`src/rtl/mousetrap_sync_sink.sv`:
```
// mousetrap_sync_sink
//   Clocked terminating receiver for a 2-phase bundled-data MOUSETRAP pipeline.
//   Sits after the last mousetrap_elt stage: synchronises the transition-
//   signalled request, captures the bundled data word into a small FIFO,
//   returns a transition-signalled ack and presents the words as a
//   valid/ready stream to clocked logic.
//
// Parameters
//   WIDTH        data word width
//   SYNC_STAGES  flops in the req synchroniser (>=2)
//   DEPTH        FIFO entries (power of 2, >=2)
//
// Ports
//   clk         system clock, all state on rising edge
//   rstn        synchronous reset, active-low
//   reqN        2-phase request from the last stage (its doneN)
//   datain      bundled data, stable while reqN != ackN
//   ackN        2-phase ack back to the last stage
//   dout        FIFO head word (combinational read)
//   dout_valid  dout holds a valid word
//   dout_ready  consumer accepts dout this cycle
//   level       current FIFO occupancy
module mousetrap_sync_sink #(
  parameter int WIDTH       = 8,
  parameter int SYNC_STAGES = 2,
  parameter int DEPTH       = 4
) (
  input  logic                       clk,
  input  logic                       rstn,
  input  logic                       reqN,
  input  logic [WIDTH-1:0]           datain,
  output logic                       ackN,
  output logic [WIDTH-1:0]           dout,
  output logic                       dout_valid,
  input  logic                       dout_ready,
  output logic [$clog2(DEPTH+1)-1:0] level
);

  localparam int PW = $clog2(DEPTH);
  localparam int LW = $clog2(DEPTH+1);

  localparam logic [PW-1:0] PTR_ONE  = PW'(1);
  localparam logic [LW-1:0] LVL_ONE  = LW'(1);
  localparam logic [LW-1:0] LVL_FULL = LW'(DEPTH);

  logic [SYNC_STAGES-1:0]      sync_pipe;
  logic                        req_s;
  logic                        ack_q;
  logic [DEPTH-1:0][WIDTH-1:0] mem;
  logic [PW-1:0]               wr_ptr;
  logic [PW-1:0]               rd_ptr;
  logic [LW-1:0]               lvl_q;
  logic                        pend;
  logic                        push;
  logic                        pop;

  // reqN is asynchronous to clk; only its synchronised copy is used.
  // datain is not synchronised: by the time req_s shows the transition,
  // the bundled data has long been stable.
  always_ff @(posedge clk) begin
    if (!rstn) sync_pipe <= '0;
    else       sync_pipe <= {sync_pipe[SYNC_STAGES-2:0], reqN};
  end

  assign req_s = sync_pipe[SYNC_STAGES-1];

  always_comb begin
    pend = (req_s != ack_q);
    pop  = dout_valid && dout_ready;
    // A pop in the same cycle frees the slot, so a full FIFO still accepts.
    push = pend && ((lvl_q < LVL_FULL) || pop);
  end

  // ack_q is the only phase state: toggling it on push clears pend in the
  // same edge, so each token is pushed exactly once.
  always_ff @(posedge clk) begin
    if (!rstn) begin
      ack_q  <= 1'b0;
      wr_ptr <= '0;
      rd_ptr <= '0;
      lvl_q  <= '0;
      mem    <= '0;
    end else begin
      if (push) begin
        mem[wr_ptr] <= datain;
        wr_ptr      <= wr_ptr + PTR_ONE;
        ack_q       <= ~ack_q;
      end
      if (pop) rd_ptr <= rd_ptr + PTR_ONE;
      case ({push, pop})
        2'b10:   lvl_q <= lvl_q + LVL_ONE;
        2'b01:   lvl_q <= lvl_q - LVL_ONE;
        default: lvl_q <= lvl_q;
      endcase
    end
  end

  assign ackN       = ack_q;
  assign level      = lvl_q;
  assign dout_valid = (lvl_q != '0);
  assign dout       = mem[rd_ptr];

endmodule
```
`config.mk`:
```
export PLATFORM = sky130hd
export DESIGN_NAME = mousetrap_sync_sink
export DESIGN_NICKNAME = d
export VERILOG_FILES = /design/src/rtl/mousetrap_sync_sink.sv
export SDC_FILE = /design/constraint.sdc
export NUM_CORES = 1
export LEC_CHECK = 0
export ABC_AREA = 1
export CAP_MARGIN = 20
export CELL_PAD_IN_SITES_DETAIL_PLACEMENT = 1
export CELL_PAD_IN_SITES_GLOBAL_PLACEMENT = 2
export CORE_UTILIZATION = 31
export DETAILED_ROUTE_END_ITERATION = 10
export PLACE_DENSITY_LB_ADDON = 0.08
export SLEW_MARGIN = 20
export SYNTH_ARGS = -nofsm -noshare
export SYNTH_HDL_FRONTEND = slang
export SYNTH_SLANG_ARGS = --single-unit
```
`constraint.sdc`:
```
create_clock -name clk -period 2.1 [get_ports clk]
set_clock_uncertainty 0.1 [all_clocks]
set_input_delay 0.42 -clock clk [delete_from_list [all_inputs] [get_ports clk]]
set_output_delay 0.42 -clock clk [all_outputs]
set_load 0.005 [all_outputs]
```
## Word level (Yosys, flattened, before mapping)

Index checks and enable logic that the tools add are counted.

| word-level totals | value |
|---|---|
| output and inout port bits | 13 |
| logic and storage cells | 33 |
| flip-flop bits (word level) | 42 |
| bits of input ports | 12 |

| operators by class | value |
|---|---|
| bitwise operators | 1 |
| add/sub/neg operators | 4 |
| equality and inequality tests | 3 |
| reductions and logical operators | 6 |
| multiplexer cells | 6 |
| order comparisons | 4 |

Operator list:

| operator | count |
|---|---|
| $bwmux 32 | 1 |
| $bmux 8 s2 | 1 |
| $demux 8 s2 | 1 |
| $mux 8 | 2 |
| $lt 2x3->1 const B | 2 |
| $pmux 3 s2 | 1 |
| $add 2x1->2 const B | 2 |
| $add 3x1->3 const B | 1 |
| $logic_and 1x1->1 | 3 |
| $lt 3x3->1 const B | 1 |
| $reduce_bool 3->1 | 1 |
| $sub 3x1->3 const B | 1 |
| $eq 2x1->1 const B | 1 |
| $eq 2x2->1 const B | 1 |
| $ge 2x1->1 const B | 1 |
| $reduce_bool 2->1 | 1 |
| $logic_or 1x1->1 | 1 |
| $ne 1x1->1 | 1 |
| $not 1->1 | 1 |

## Longest topological paths before layout

Gate-level depths: netlist of the first run.

| logic depth | value |
|---|---|
| word-level depth | 6 |
| gate-level depth with buffers | 14 |
| depth with buffers taken out | 13 |

## Worst setup path after synthesis of the first run

OpenSTA, ideal clock, no wires.

| timing | value |
|---|---|
| kind | input -> register |
| start | input dout_ready |
| end | register lvl_q[2], in the netlist level[2] |
| setup time | 0.113 ns |
| stages on the path | 13 |
| buffers on the path | 1 |
| setup slack | 0.233 ns |
| arrival time | 1.654 ns |
| data required time | 1.887 ns |
| cell sequence | inv_2 nand2_4 buf_12 nand2_1 ha_1 inv_1 fa_1 inv_1 nand2_1 nand3_1 nand2_1 nand2_1 nor2_1 |

| between the ends | value |
|---|---|
| cells in the longest elaborated chain, start to end | 5 |
| elaborated cells between the ends (all ways) | 7 |
| classes of those cells | 2 x eq/ne; 1 x mux; 4 x reduce/logical |

RTL lines:

| what | RTL line | text |
|---|---|---|
| from (decl) | 35 | `input logic dout_ready,` |
| $logic_and 1x1->1 (*) | 69 | `pop = dout_valid && dout_ready;` |
| $logic_or 1x1->1 | 71 | `push = pend && ((lvl_q < LVL_FULL) \|\| pop);` |
| $logic_and 1x1->1 | 71 |  |
| $eq 2x1->1 / $eq 2x2->1 (equally long branches) | 90 | `case ({push, pop})` |
| $pmux 3 s2 / $reduce_bool 2->1 (equally long branches) | n/a |  |
| to (signal assigned) | 91 | `2'b10: lvl_q <= lvl_q + LVL_ONE;` |
| to (signal assigned) | 92 | `2'b01: lvl_q <= lvl_q - LVL_ONE;` |
| to (signal assigned) | 93 | `default: lvl_q <= lvl_q;` |
| to (decl) | 52 | `logic [LW-1:0] lvl_q;` |

Every way passes the cells marked *; elsewhere a longest branch is shown, timed or not.
A chain may end at the register's enable or synchronous reset.

## Final worst setup path of the first run

| timing | value |
|---|---|
| start | register rd_ptr[1] |
| end | output dout[0] |

| between the ends | value |
|---|---|
| cells in the longest elaborated chain, start to end | 2 |

RTL lines:

| what | RTL line | text |
|---|---|---|
| from (decl) | 51 | `logic [PW-1:0] rd_ptr;` |
| from (signal assigned) | 89 | `if (pop) rd_ptr <= rd_ptr + PTR_ONE;` |
| $bmux 8 s2 | 101 | `assign dout = mem[rd_ptr];` |
| $mux 8 (not written as such) | 101 |  |
| to (decl) | 33 | `output logic [WIDTH-1:0] dout,` |

No other way between the ends. The select of a mux whose other input is x is not followed.

==> results.cfg, run 1 <==
[worst_setup_path]
endpoint_kind = output port
crit_top_cell = a21oi_1
crit_chain = inv_1 -> buf_4 -> o21ai_1 -> a21oi_1 -> a21oi_1 -> dlygate4sd2_1
crit_end = dout[0]
setup.worst_path.start = rd_ptr[1]
crit_slowest_cell = dfxtp_2
rr_worst_depth = 12
crit_fanout = 12
crit_cells = 6
cp_data_required_time_ps = 1580
r2r_start = level[1]
path_class = flop to output port
crit_path_start_kind = flop
slowest_delay_ps = 330
worst_r2r_endpoint = level[2]
cp_top_family = buffers and inverters
rrSetupSlack_ps = 260
cp.arrival_ps = 1450
crit_buf_inv = 3

[route]
firstDrtPassIters = 4
viasPerCell = 4.54
drc = 0
wl_um = 7000
wl_per_cell_um = 14.1
final_antenna_net_count = 0
vias = 2263
first_iter_violations = 91

[final_layout]
final_nets = 417
multi_input_area_um2 = 1070
design_area_um2 = 2850
area_growth_pct = 18.6
regArea_um2 = 843
nFillCells = 961
diodes = 0
fin_cells = 498
drive_gt1_share_pct = 10.3

[synth]
ys_seq_area_share_pct = 35.0
synth_flop_cell = dfxtp_1
synth_edf_count = 0
synth.distinct_cells = 21
synthesis.nets = 384
synth.avg_cell_area_um2 = 6.57
ys_seq_elements = 42
synth.most_common_cell = nand2_1
syn_inst = 366
netlist.area_leader.share_pct = 35.0
netlist_area_um2 = 2400
async_flop_share_pct = 0
synth.area.top_cells = dfxtp_1 (35%), nand2_1 (14%), inv_1 (14%), nand4_1 (8.3%), a21oi_1 (6.2%)
ys_warn_count = 0
ys_top_cells_by_count = nand2_1 (89), inv_1 (87), dfxtp_1 (42), nor2_1 (35), nand4_1 (32)
yosysTopAreaCell = dfxtp_1

[power]
switching_share_pct = 37.5
p_clk_share_pct = 21.7
combPwrFrac_pct = 40.1
ir_drop_v = 0.000484
powerDensity_nw_per_um2 = 838
seqPwrFrac_pct = 38.2
power_leakage_nw = 1.37
p_switching_mw = 0.895
internal_power_mw = 1.49

[placed_design]
post-place-ws_ps = -218
hpwl_um = 4890
place_area_um2 = 2770
dpl.cell_count = 491
place_congestion = 0.724
portBuffers = 24

[run]
maxCapViolations = 0

[timing]
hold_slack_ps = 342
slew_viol_final = 0
rsz0062_at_grt = no
final-setup-viol-count = 0
period_share_pct = 93.9
min_period_ps = 1970
slew_headroom_pct = 67.2
worstMarginPinSlew_ps = 492
layout_setup_ws_ps = 129
hold_violations = 0
fin_setup_tns_ps = 0
fmax_mhz = 507

[clocking]
htree_levels = 2
cts_sinks = 42
clock-root-buffer = clkbuf_8
cts_tree = built
clk_latency_ps = 300
clockBufferDepth = 2
cts_buffers = 5
clk_pin_slew_ps = 80
post-cts-setup-buffers = 0
postCtsHoldBufs = 0

[floorplan]
die_area_um2 = 8110
rows = 31
io_pins = 25
die_h_um = 90.1
die_w_um = 90.1
fp.coreArea_um2 = 7370
start_util_pct = 32.6

[global_route]
grtUsageTotal_pct = 18.8
grt_max_degree = 39
gr-total-overflow = 0
grt_pass1_wl_um = 11900
antenna_found_initial = 0
first_global_vias = 2324

[worst_hold_path]
hold_path.class = flop to flop

[run_status]
status = finished, final reports clean
[logic make-up after synthesis]
family	count (synthesis)	share of synthesized area, %
buf+inv	109	21.2
compound gates	41	8.85
flops	42	35.0
fa+ha+maj	6	3.44
simple gates	168	31.5
[layout by cell type, fill, tap and decap left out, types with 2 or more instances in the layout]
cell,count
nand3_1,7
clkdlybuf4s50_1,16
clkdlybuf4s15_1,2
nor2_1,35
clkbuf_8,5
nand3_4,2
nand2_1,89
ha_1,4
o21ai_1,7
a21oi_1,30
dlygate4sd2_1,5
buf_4,21
dfxtp_1,40
inv_1,87
nand4_1,32
dfxtp_2,2
inv_2,2
o21ai_0,2
clkbuf_1,2
[registers in the layout (all words and copies together), names as in the netlist]
| name | cells |
|---|---|
| sync_pipe | 2 |
| rd_ptr | 2 |
| level | 3 |
| ackN | 1 |
| mem | 32 |
| wr_ptr | 2 |
[final cells by class]
class | instances | area share, %
multi-input combinational | 215 | 37.4
tap | 99 | 4.34
inverter | 89 | 11.7
timing repair buffer | 46 | 14.3
sequential | 42 | 29.6
clock buffer | 7 | 2.68
[what timing repair did]
action | 4_1_cts | 5_1_grt
gates resized for setup | 13 | 13
endpoints found under the setup margin | 8 | 7
gates cloned | 0 | 0
[power groups by stage]
| stage | clock network (mW) | logic [mW] | registers (mW) |
|---|---|---|---|
| 4_1_cts | 0.537 | 0.958 | 0.912 |
| 2_1_floorplan | 0 | 0.565 | 0.924 |
| 3_5_place_dp | 0 | 0.984 | 0.930 |
| 3_3_place_gp | 0 | 0.963 | 0.928 |
| 5_1_grt | 0.567 | 1.08 | 0.925 |
| 6_report | 0.519 | 0.958 | 0.912 |
[worst min-delay path: cells and delay by family, from the launching register on]
| family | cells | cell delay [ps] |
|---|---|---|
| flops | 1 | 310 |
| buf+inv | 1 | 50 |
| simple gates | 1 | 50 |
[layer usage]
layer	global-route usage, %	share of wire (%)	wire length, um	vias up
met4	4.44	0.73	51	0
met3	3.38	3.3	229	4
met5	0	0	0	-
met2	31.1	46	3220	32
li1	-	-	-	1184
met1	25.1	50	3500	1043
[metrics by stage]
stage | power [mW] | utilization [%]
floorplan | 1.49 | -
global placement | 1.89 | 37.6
detailed placement | 1.91 | 37.6
CTS | 2.41 | 38.5
global route | 2.57 | 38.7
finish | 2.39 | 38.7
[how the worst min path moves through the flow]
stage,startpoint,to,cells past startpoint
CTS,sync_pipe[0],sync_pipe[1],2
finish,sync_pipe[0],sync_pipe[1],2
global placement,sync_pipe[0],sync_pipe[1],2
floorplan,sync_pipe[0],sync_pipe[1],2
detailed placement,sync_pipe[0],sync_pipe[1],2
global route,sync_pipe[0],sync_pipe[1],2
No activity file was read; power rests on OpenSTA's default activity.
==> run 2: changes to the inputs <==
--- a/config.mk
+++ b/config.mk
@@ -9,6 +9,7 @@
 export CAP_MARGIN = 20
 export CELL_PAD_IN_SITES_DETAIL_PLACEMENT = 1
 export CELL_PAD_IN_SITES_GLOBAL_PLACEMENT = 2
+export CORE_MARGIN = 8
 export CORE_UTILIZATION = 31
 export DETAILED_ROUTE_END_ITERATION = 10
 export PLACE_DENSITY_LB_ADDON = 0.08
@@ -16,3 +17,4 @@
 export SYNTH_ARGS = -nofsm -noshare
 export SYNTH_HDL_FRONTEND = slang
 export SYNTH_SLANG_ARGS = --single-unit
+export TNS_END_PERCENT = 10
==> results.cfg, run 2 (synthesis results as in run 1) <==
[route]
vias = 2281
drc = 0
firstDrtPassIters = 4
wl_per_cell_um = 13.9
first_iter_violations = 75
final_antenna_net_count = 0
wl_um = 7020
viasPerCell = 4.51

[clocking]
clk_pin_slew_ps = 80
htree_levels = 2
cts_buffers = 5
clk_latency_ps = 300
clock-root-buffer = clkbuf_8
clockBufferDepth = 2
postCtsHoldBufs = 0
cts_resized = 14
post-cts-setup-buffers = 0
cts_tree = built
cts_sinks = 42

[worst_setup_path]
r2r_start = level[0]
crit_chain = inv_2 -> buf_12 -> buf_4 -> a21oi_1 -> a21oi_2 -> dlygate4sd2_1
endpoint_kind = output port
cp.arrival_ps = 1500
worst_r2r_endpoint = level[2]
cp_top_family = buffers and inverters
cp_data_required_time_ps = 1580
crit_cells = 6
slowest_delay_ps = 340
rrSetupSlack_ps = 180
crit_fanout = 7
rr_worst_depth = 13
path_class = flop to output port
crit_buf_inv = 4
crit_slowest_cell = dfxtp_2
crit_path_start_kind = flop

[run_status]
status = finished, final reports clean

[floorplan]
fp.coreArea_um2 = 7610
die_area_um2 = 10800
die_w_um = 104
start_util_pct = 31.6
die_h_um = 104
rows = 32
io_pins = 25

[timing]
slew_headroom_pct = 70.8
rsz0062_at_grt = yes
fmax_mhz = 495
slew_viol_final = 0
worstMarginPinSlew_ps = 438
hold_violations = 0
period_share_pct = 96.2
final-setup-viol-count = 0
min_period_ps = 2020
hold_slack_ps = 332
fin_setup_tns_ps = 0

[power]
power_leakage_nw = 1.42
powerDensity_nw_per_um2 = 854
ir_drop_v = 0.000376

[global_route]
gr-total-overflow = 0
antenna_found_initial = 0
grtUsageTotal_pct = 13.7
first_global_vias = 2449
grt_max_degree = 39
grt_pass1_wl_um = 12100

[final_layout]
final_common_cell = nand2_1
final_util_pct = 38.4
final_cell_mix = nand2_1 (89), inv_1 (86), dfxtp_1 (40)
top_register = mem
largest_reg_flops = 32
area_growth_pct = 21.4
final_nets = 421
drive_gt1_share_pct = 11.1
fin_cells = 506
diodes = 0

[worst_hold_path]
min_to = sync_pipe[1]
hold_path.class = flop to flop
min_from = sync_pipe[0]
hold_path_depth = 2

[run]
maxCapViolations = 0

[placed_design]
place_congestion = 0.749
portBuffers = 24
dpl.cell_count = 498
hpwl_um = 5120
==> run 2: cell count changes in the layout (fill, tap and decap cells not counted), sizes merged <==
cell	before	now
dlygate4sd2	5	7
buf	22	26
clkbuf	8	7
clkdlybuf4s15	2	0
clkinv	0	1
dlymetal6s2s	0	1
==> run 2: worst min-delay path: stages (launching register included) <==
cell     delay [ps]
dfxtp_1         310
nand2_1          50
inv_1            40
==> run 2: layout make-up <==
cell class	instances	area, um2
inverters	89	334
multi-input cells	215	1060
clock inverters	1	5.00
repair buffers	50	462
clock buffers	7	86.3
well taps	102	128
flip-flops and latches	42	843
fillers	992	4690
==> run 2: worst max path at each step <==
stage                to  slack, ps        from
4_1_cts         dout[5]       -160   rd_ptr[0]
6_report        dout[3]         80   rd_ptr[0]
3_3_place_gp   level[2]       -100  dout_ready
5_1_grt        level[2]        -30    level[0]
3_5_place_dp   level[2]       -190  dout_ready
2_1_floorplan  level[2]        230  dout_ready
==> run 2: layer usage <==
| layer | track usage, % | vias up | wire, um |
|---|---|---|---|
| li1 | - | 1188 | - |
| met1 | 17.2 | 1068 | 3450 |
| met2 | 23.1 | 19 | 3360 |
| met3 | 2.60 | 6 | 129 |
| met4 | 4.34 | 0 | 85 |
| met5 | 0 | - | 0 |
==> run 2: where the power goes <==
part | switching, mW | total, mW | internal (mW)
logic | 0.564 | 1.01 | 0.450
registers | 0.0453 | 0.917 | 0.871
clock network | 0.297 | 0.563 | 0.266
total | 0.906 | 2.49 | 1.59
==> run 2: metrics by stage <==
| stage | setup slack (ps) | total power, mW | area, um2 |
|---|---|---|---|
| 2_1_floorplan | 233 | 1.49 | 2400 |
| 3_3_place_gp | -105 | 1.96 | 2820 |
| 3_5_place_dp | -186 | 1.98 | 2820 |
| 4_1_cts | -160 | 2.54 | 2910 |
| 5_1_grt | -29.7 | 2.70 | 2920 |
| 6_report | 80.8 | 2.49 | 2920 |
==> run 3: changes to the inputs <==
--- a/config.mk
+++ b/config.mk
@@ -6,7 +6,6 @@
 export NUM_CORES = 1
 export LEC_CHECK = 0
 export ABC_AREA = 1
-export CAP_MARGIN = 20
 export CELL_PAD_IN_SITES_DETAIL_PLACEMENT = 1
 export CELL_PAD_IN_SITES_GLOBAL_PLACEMENT = 2
 export CORE_MARGIN = 8
==> results of run 3 <==
The final DEF is identical to that of run 2; final timing and power are the same.
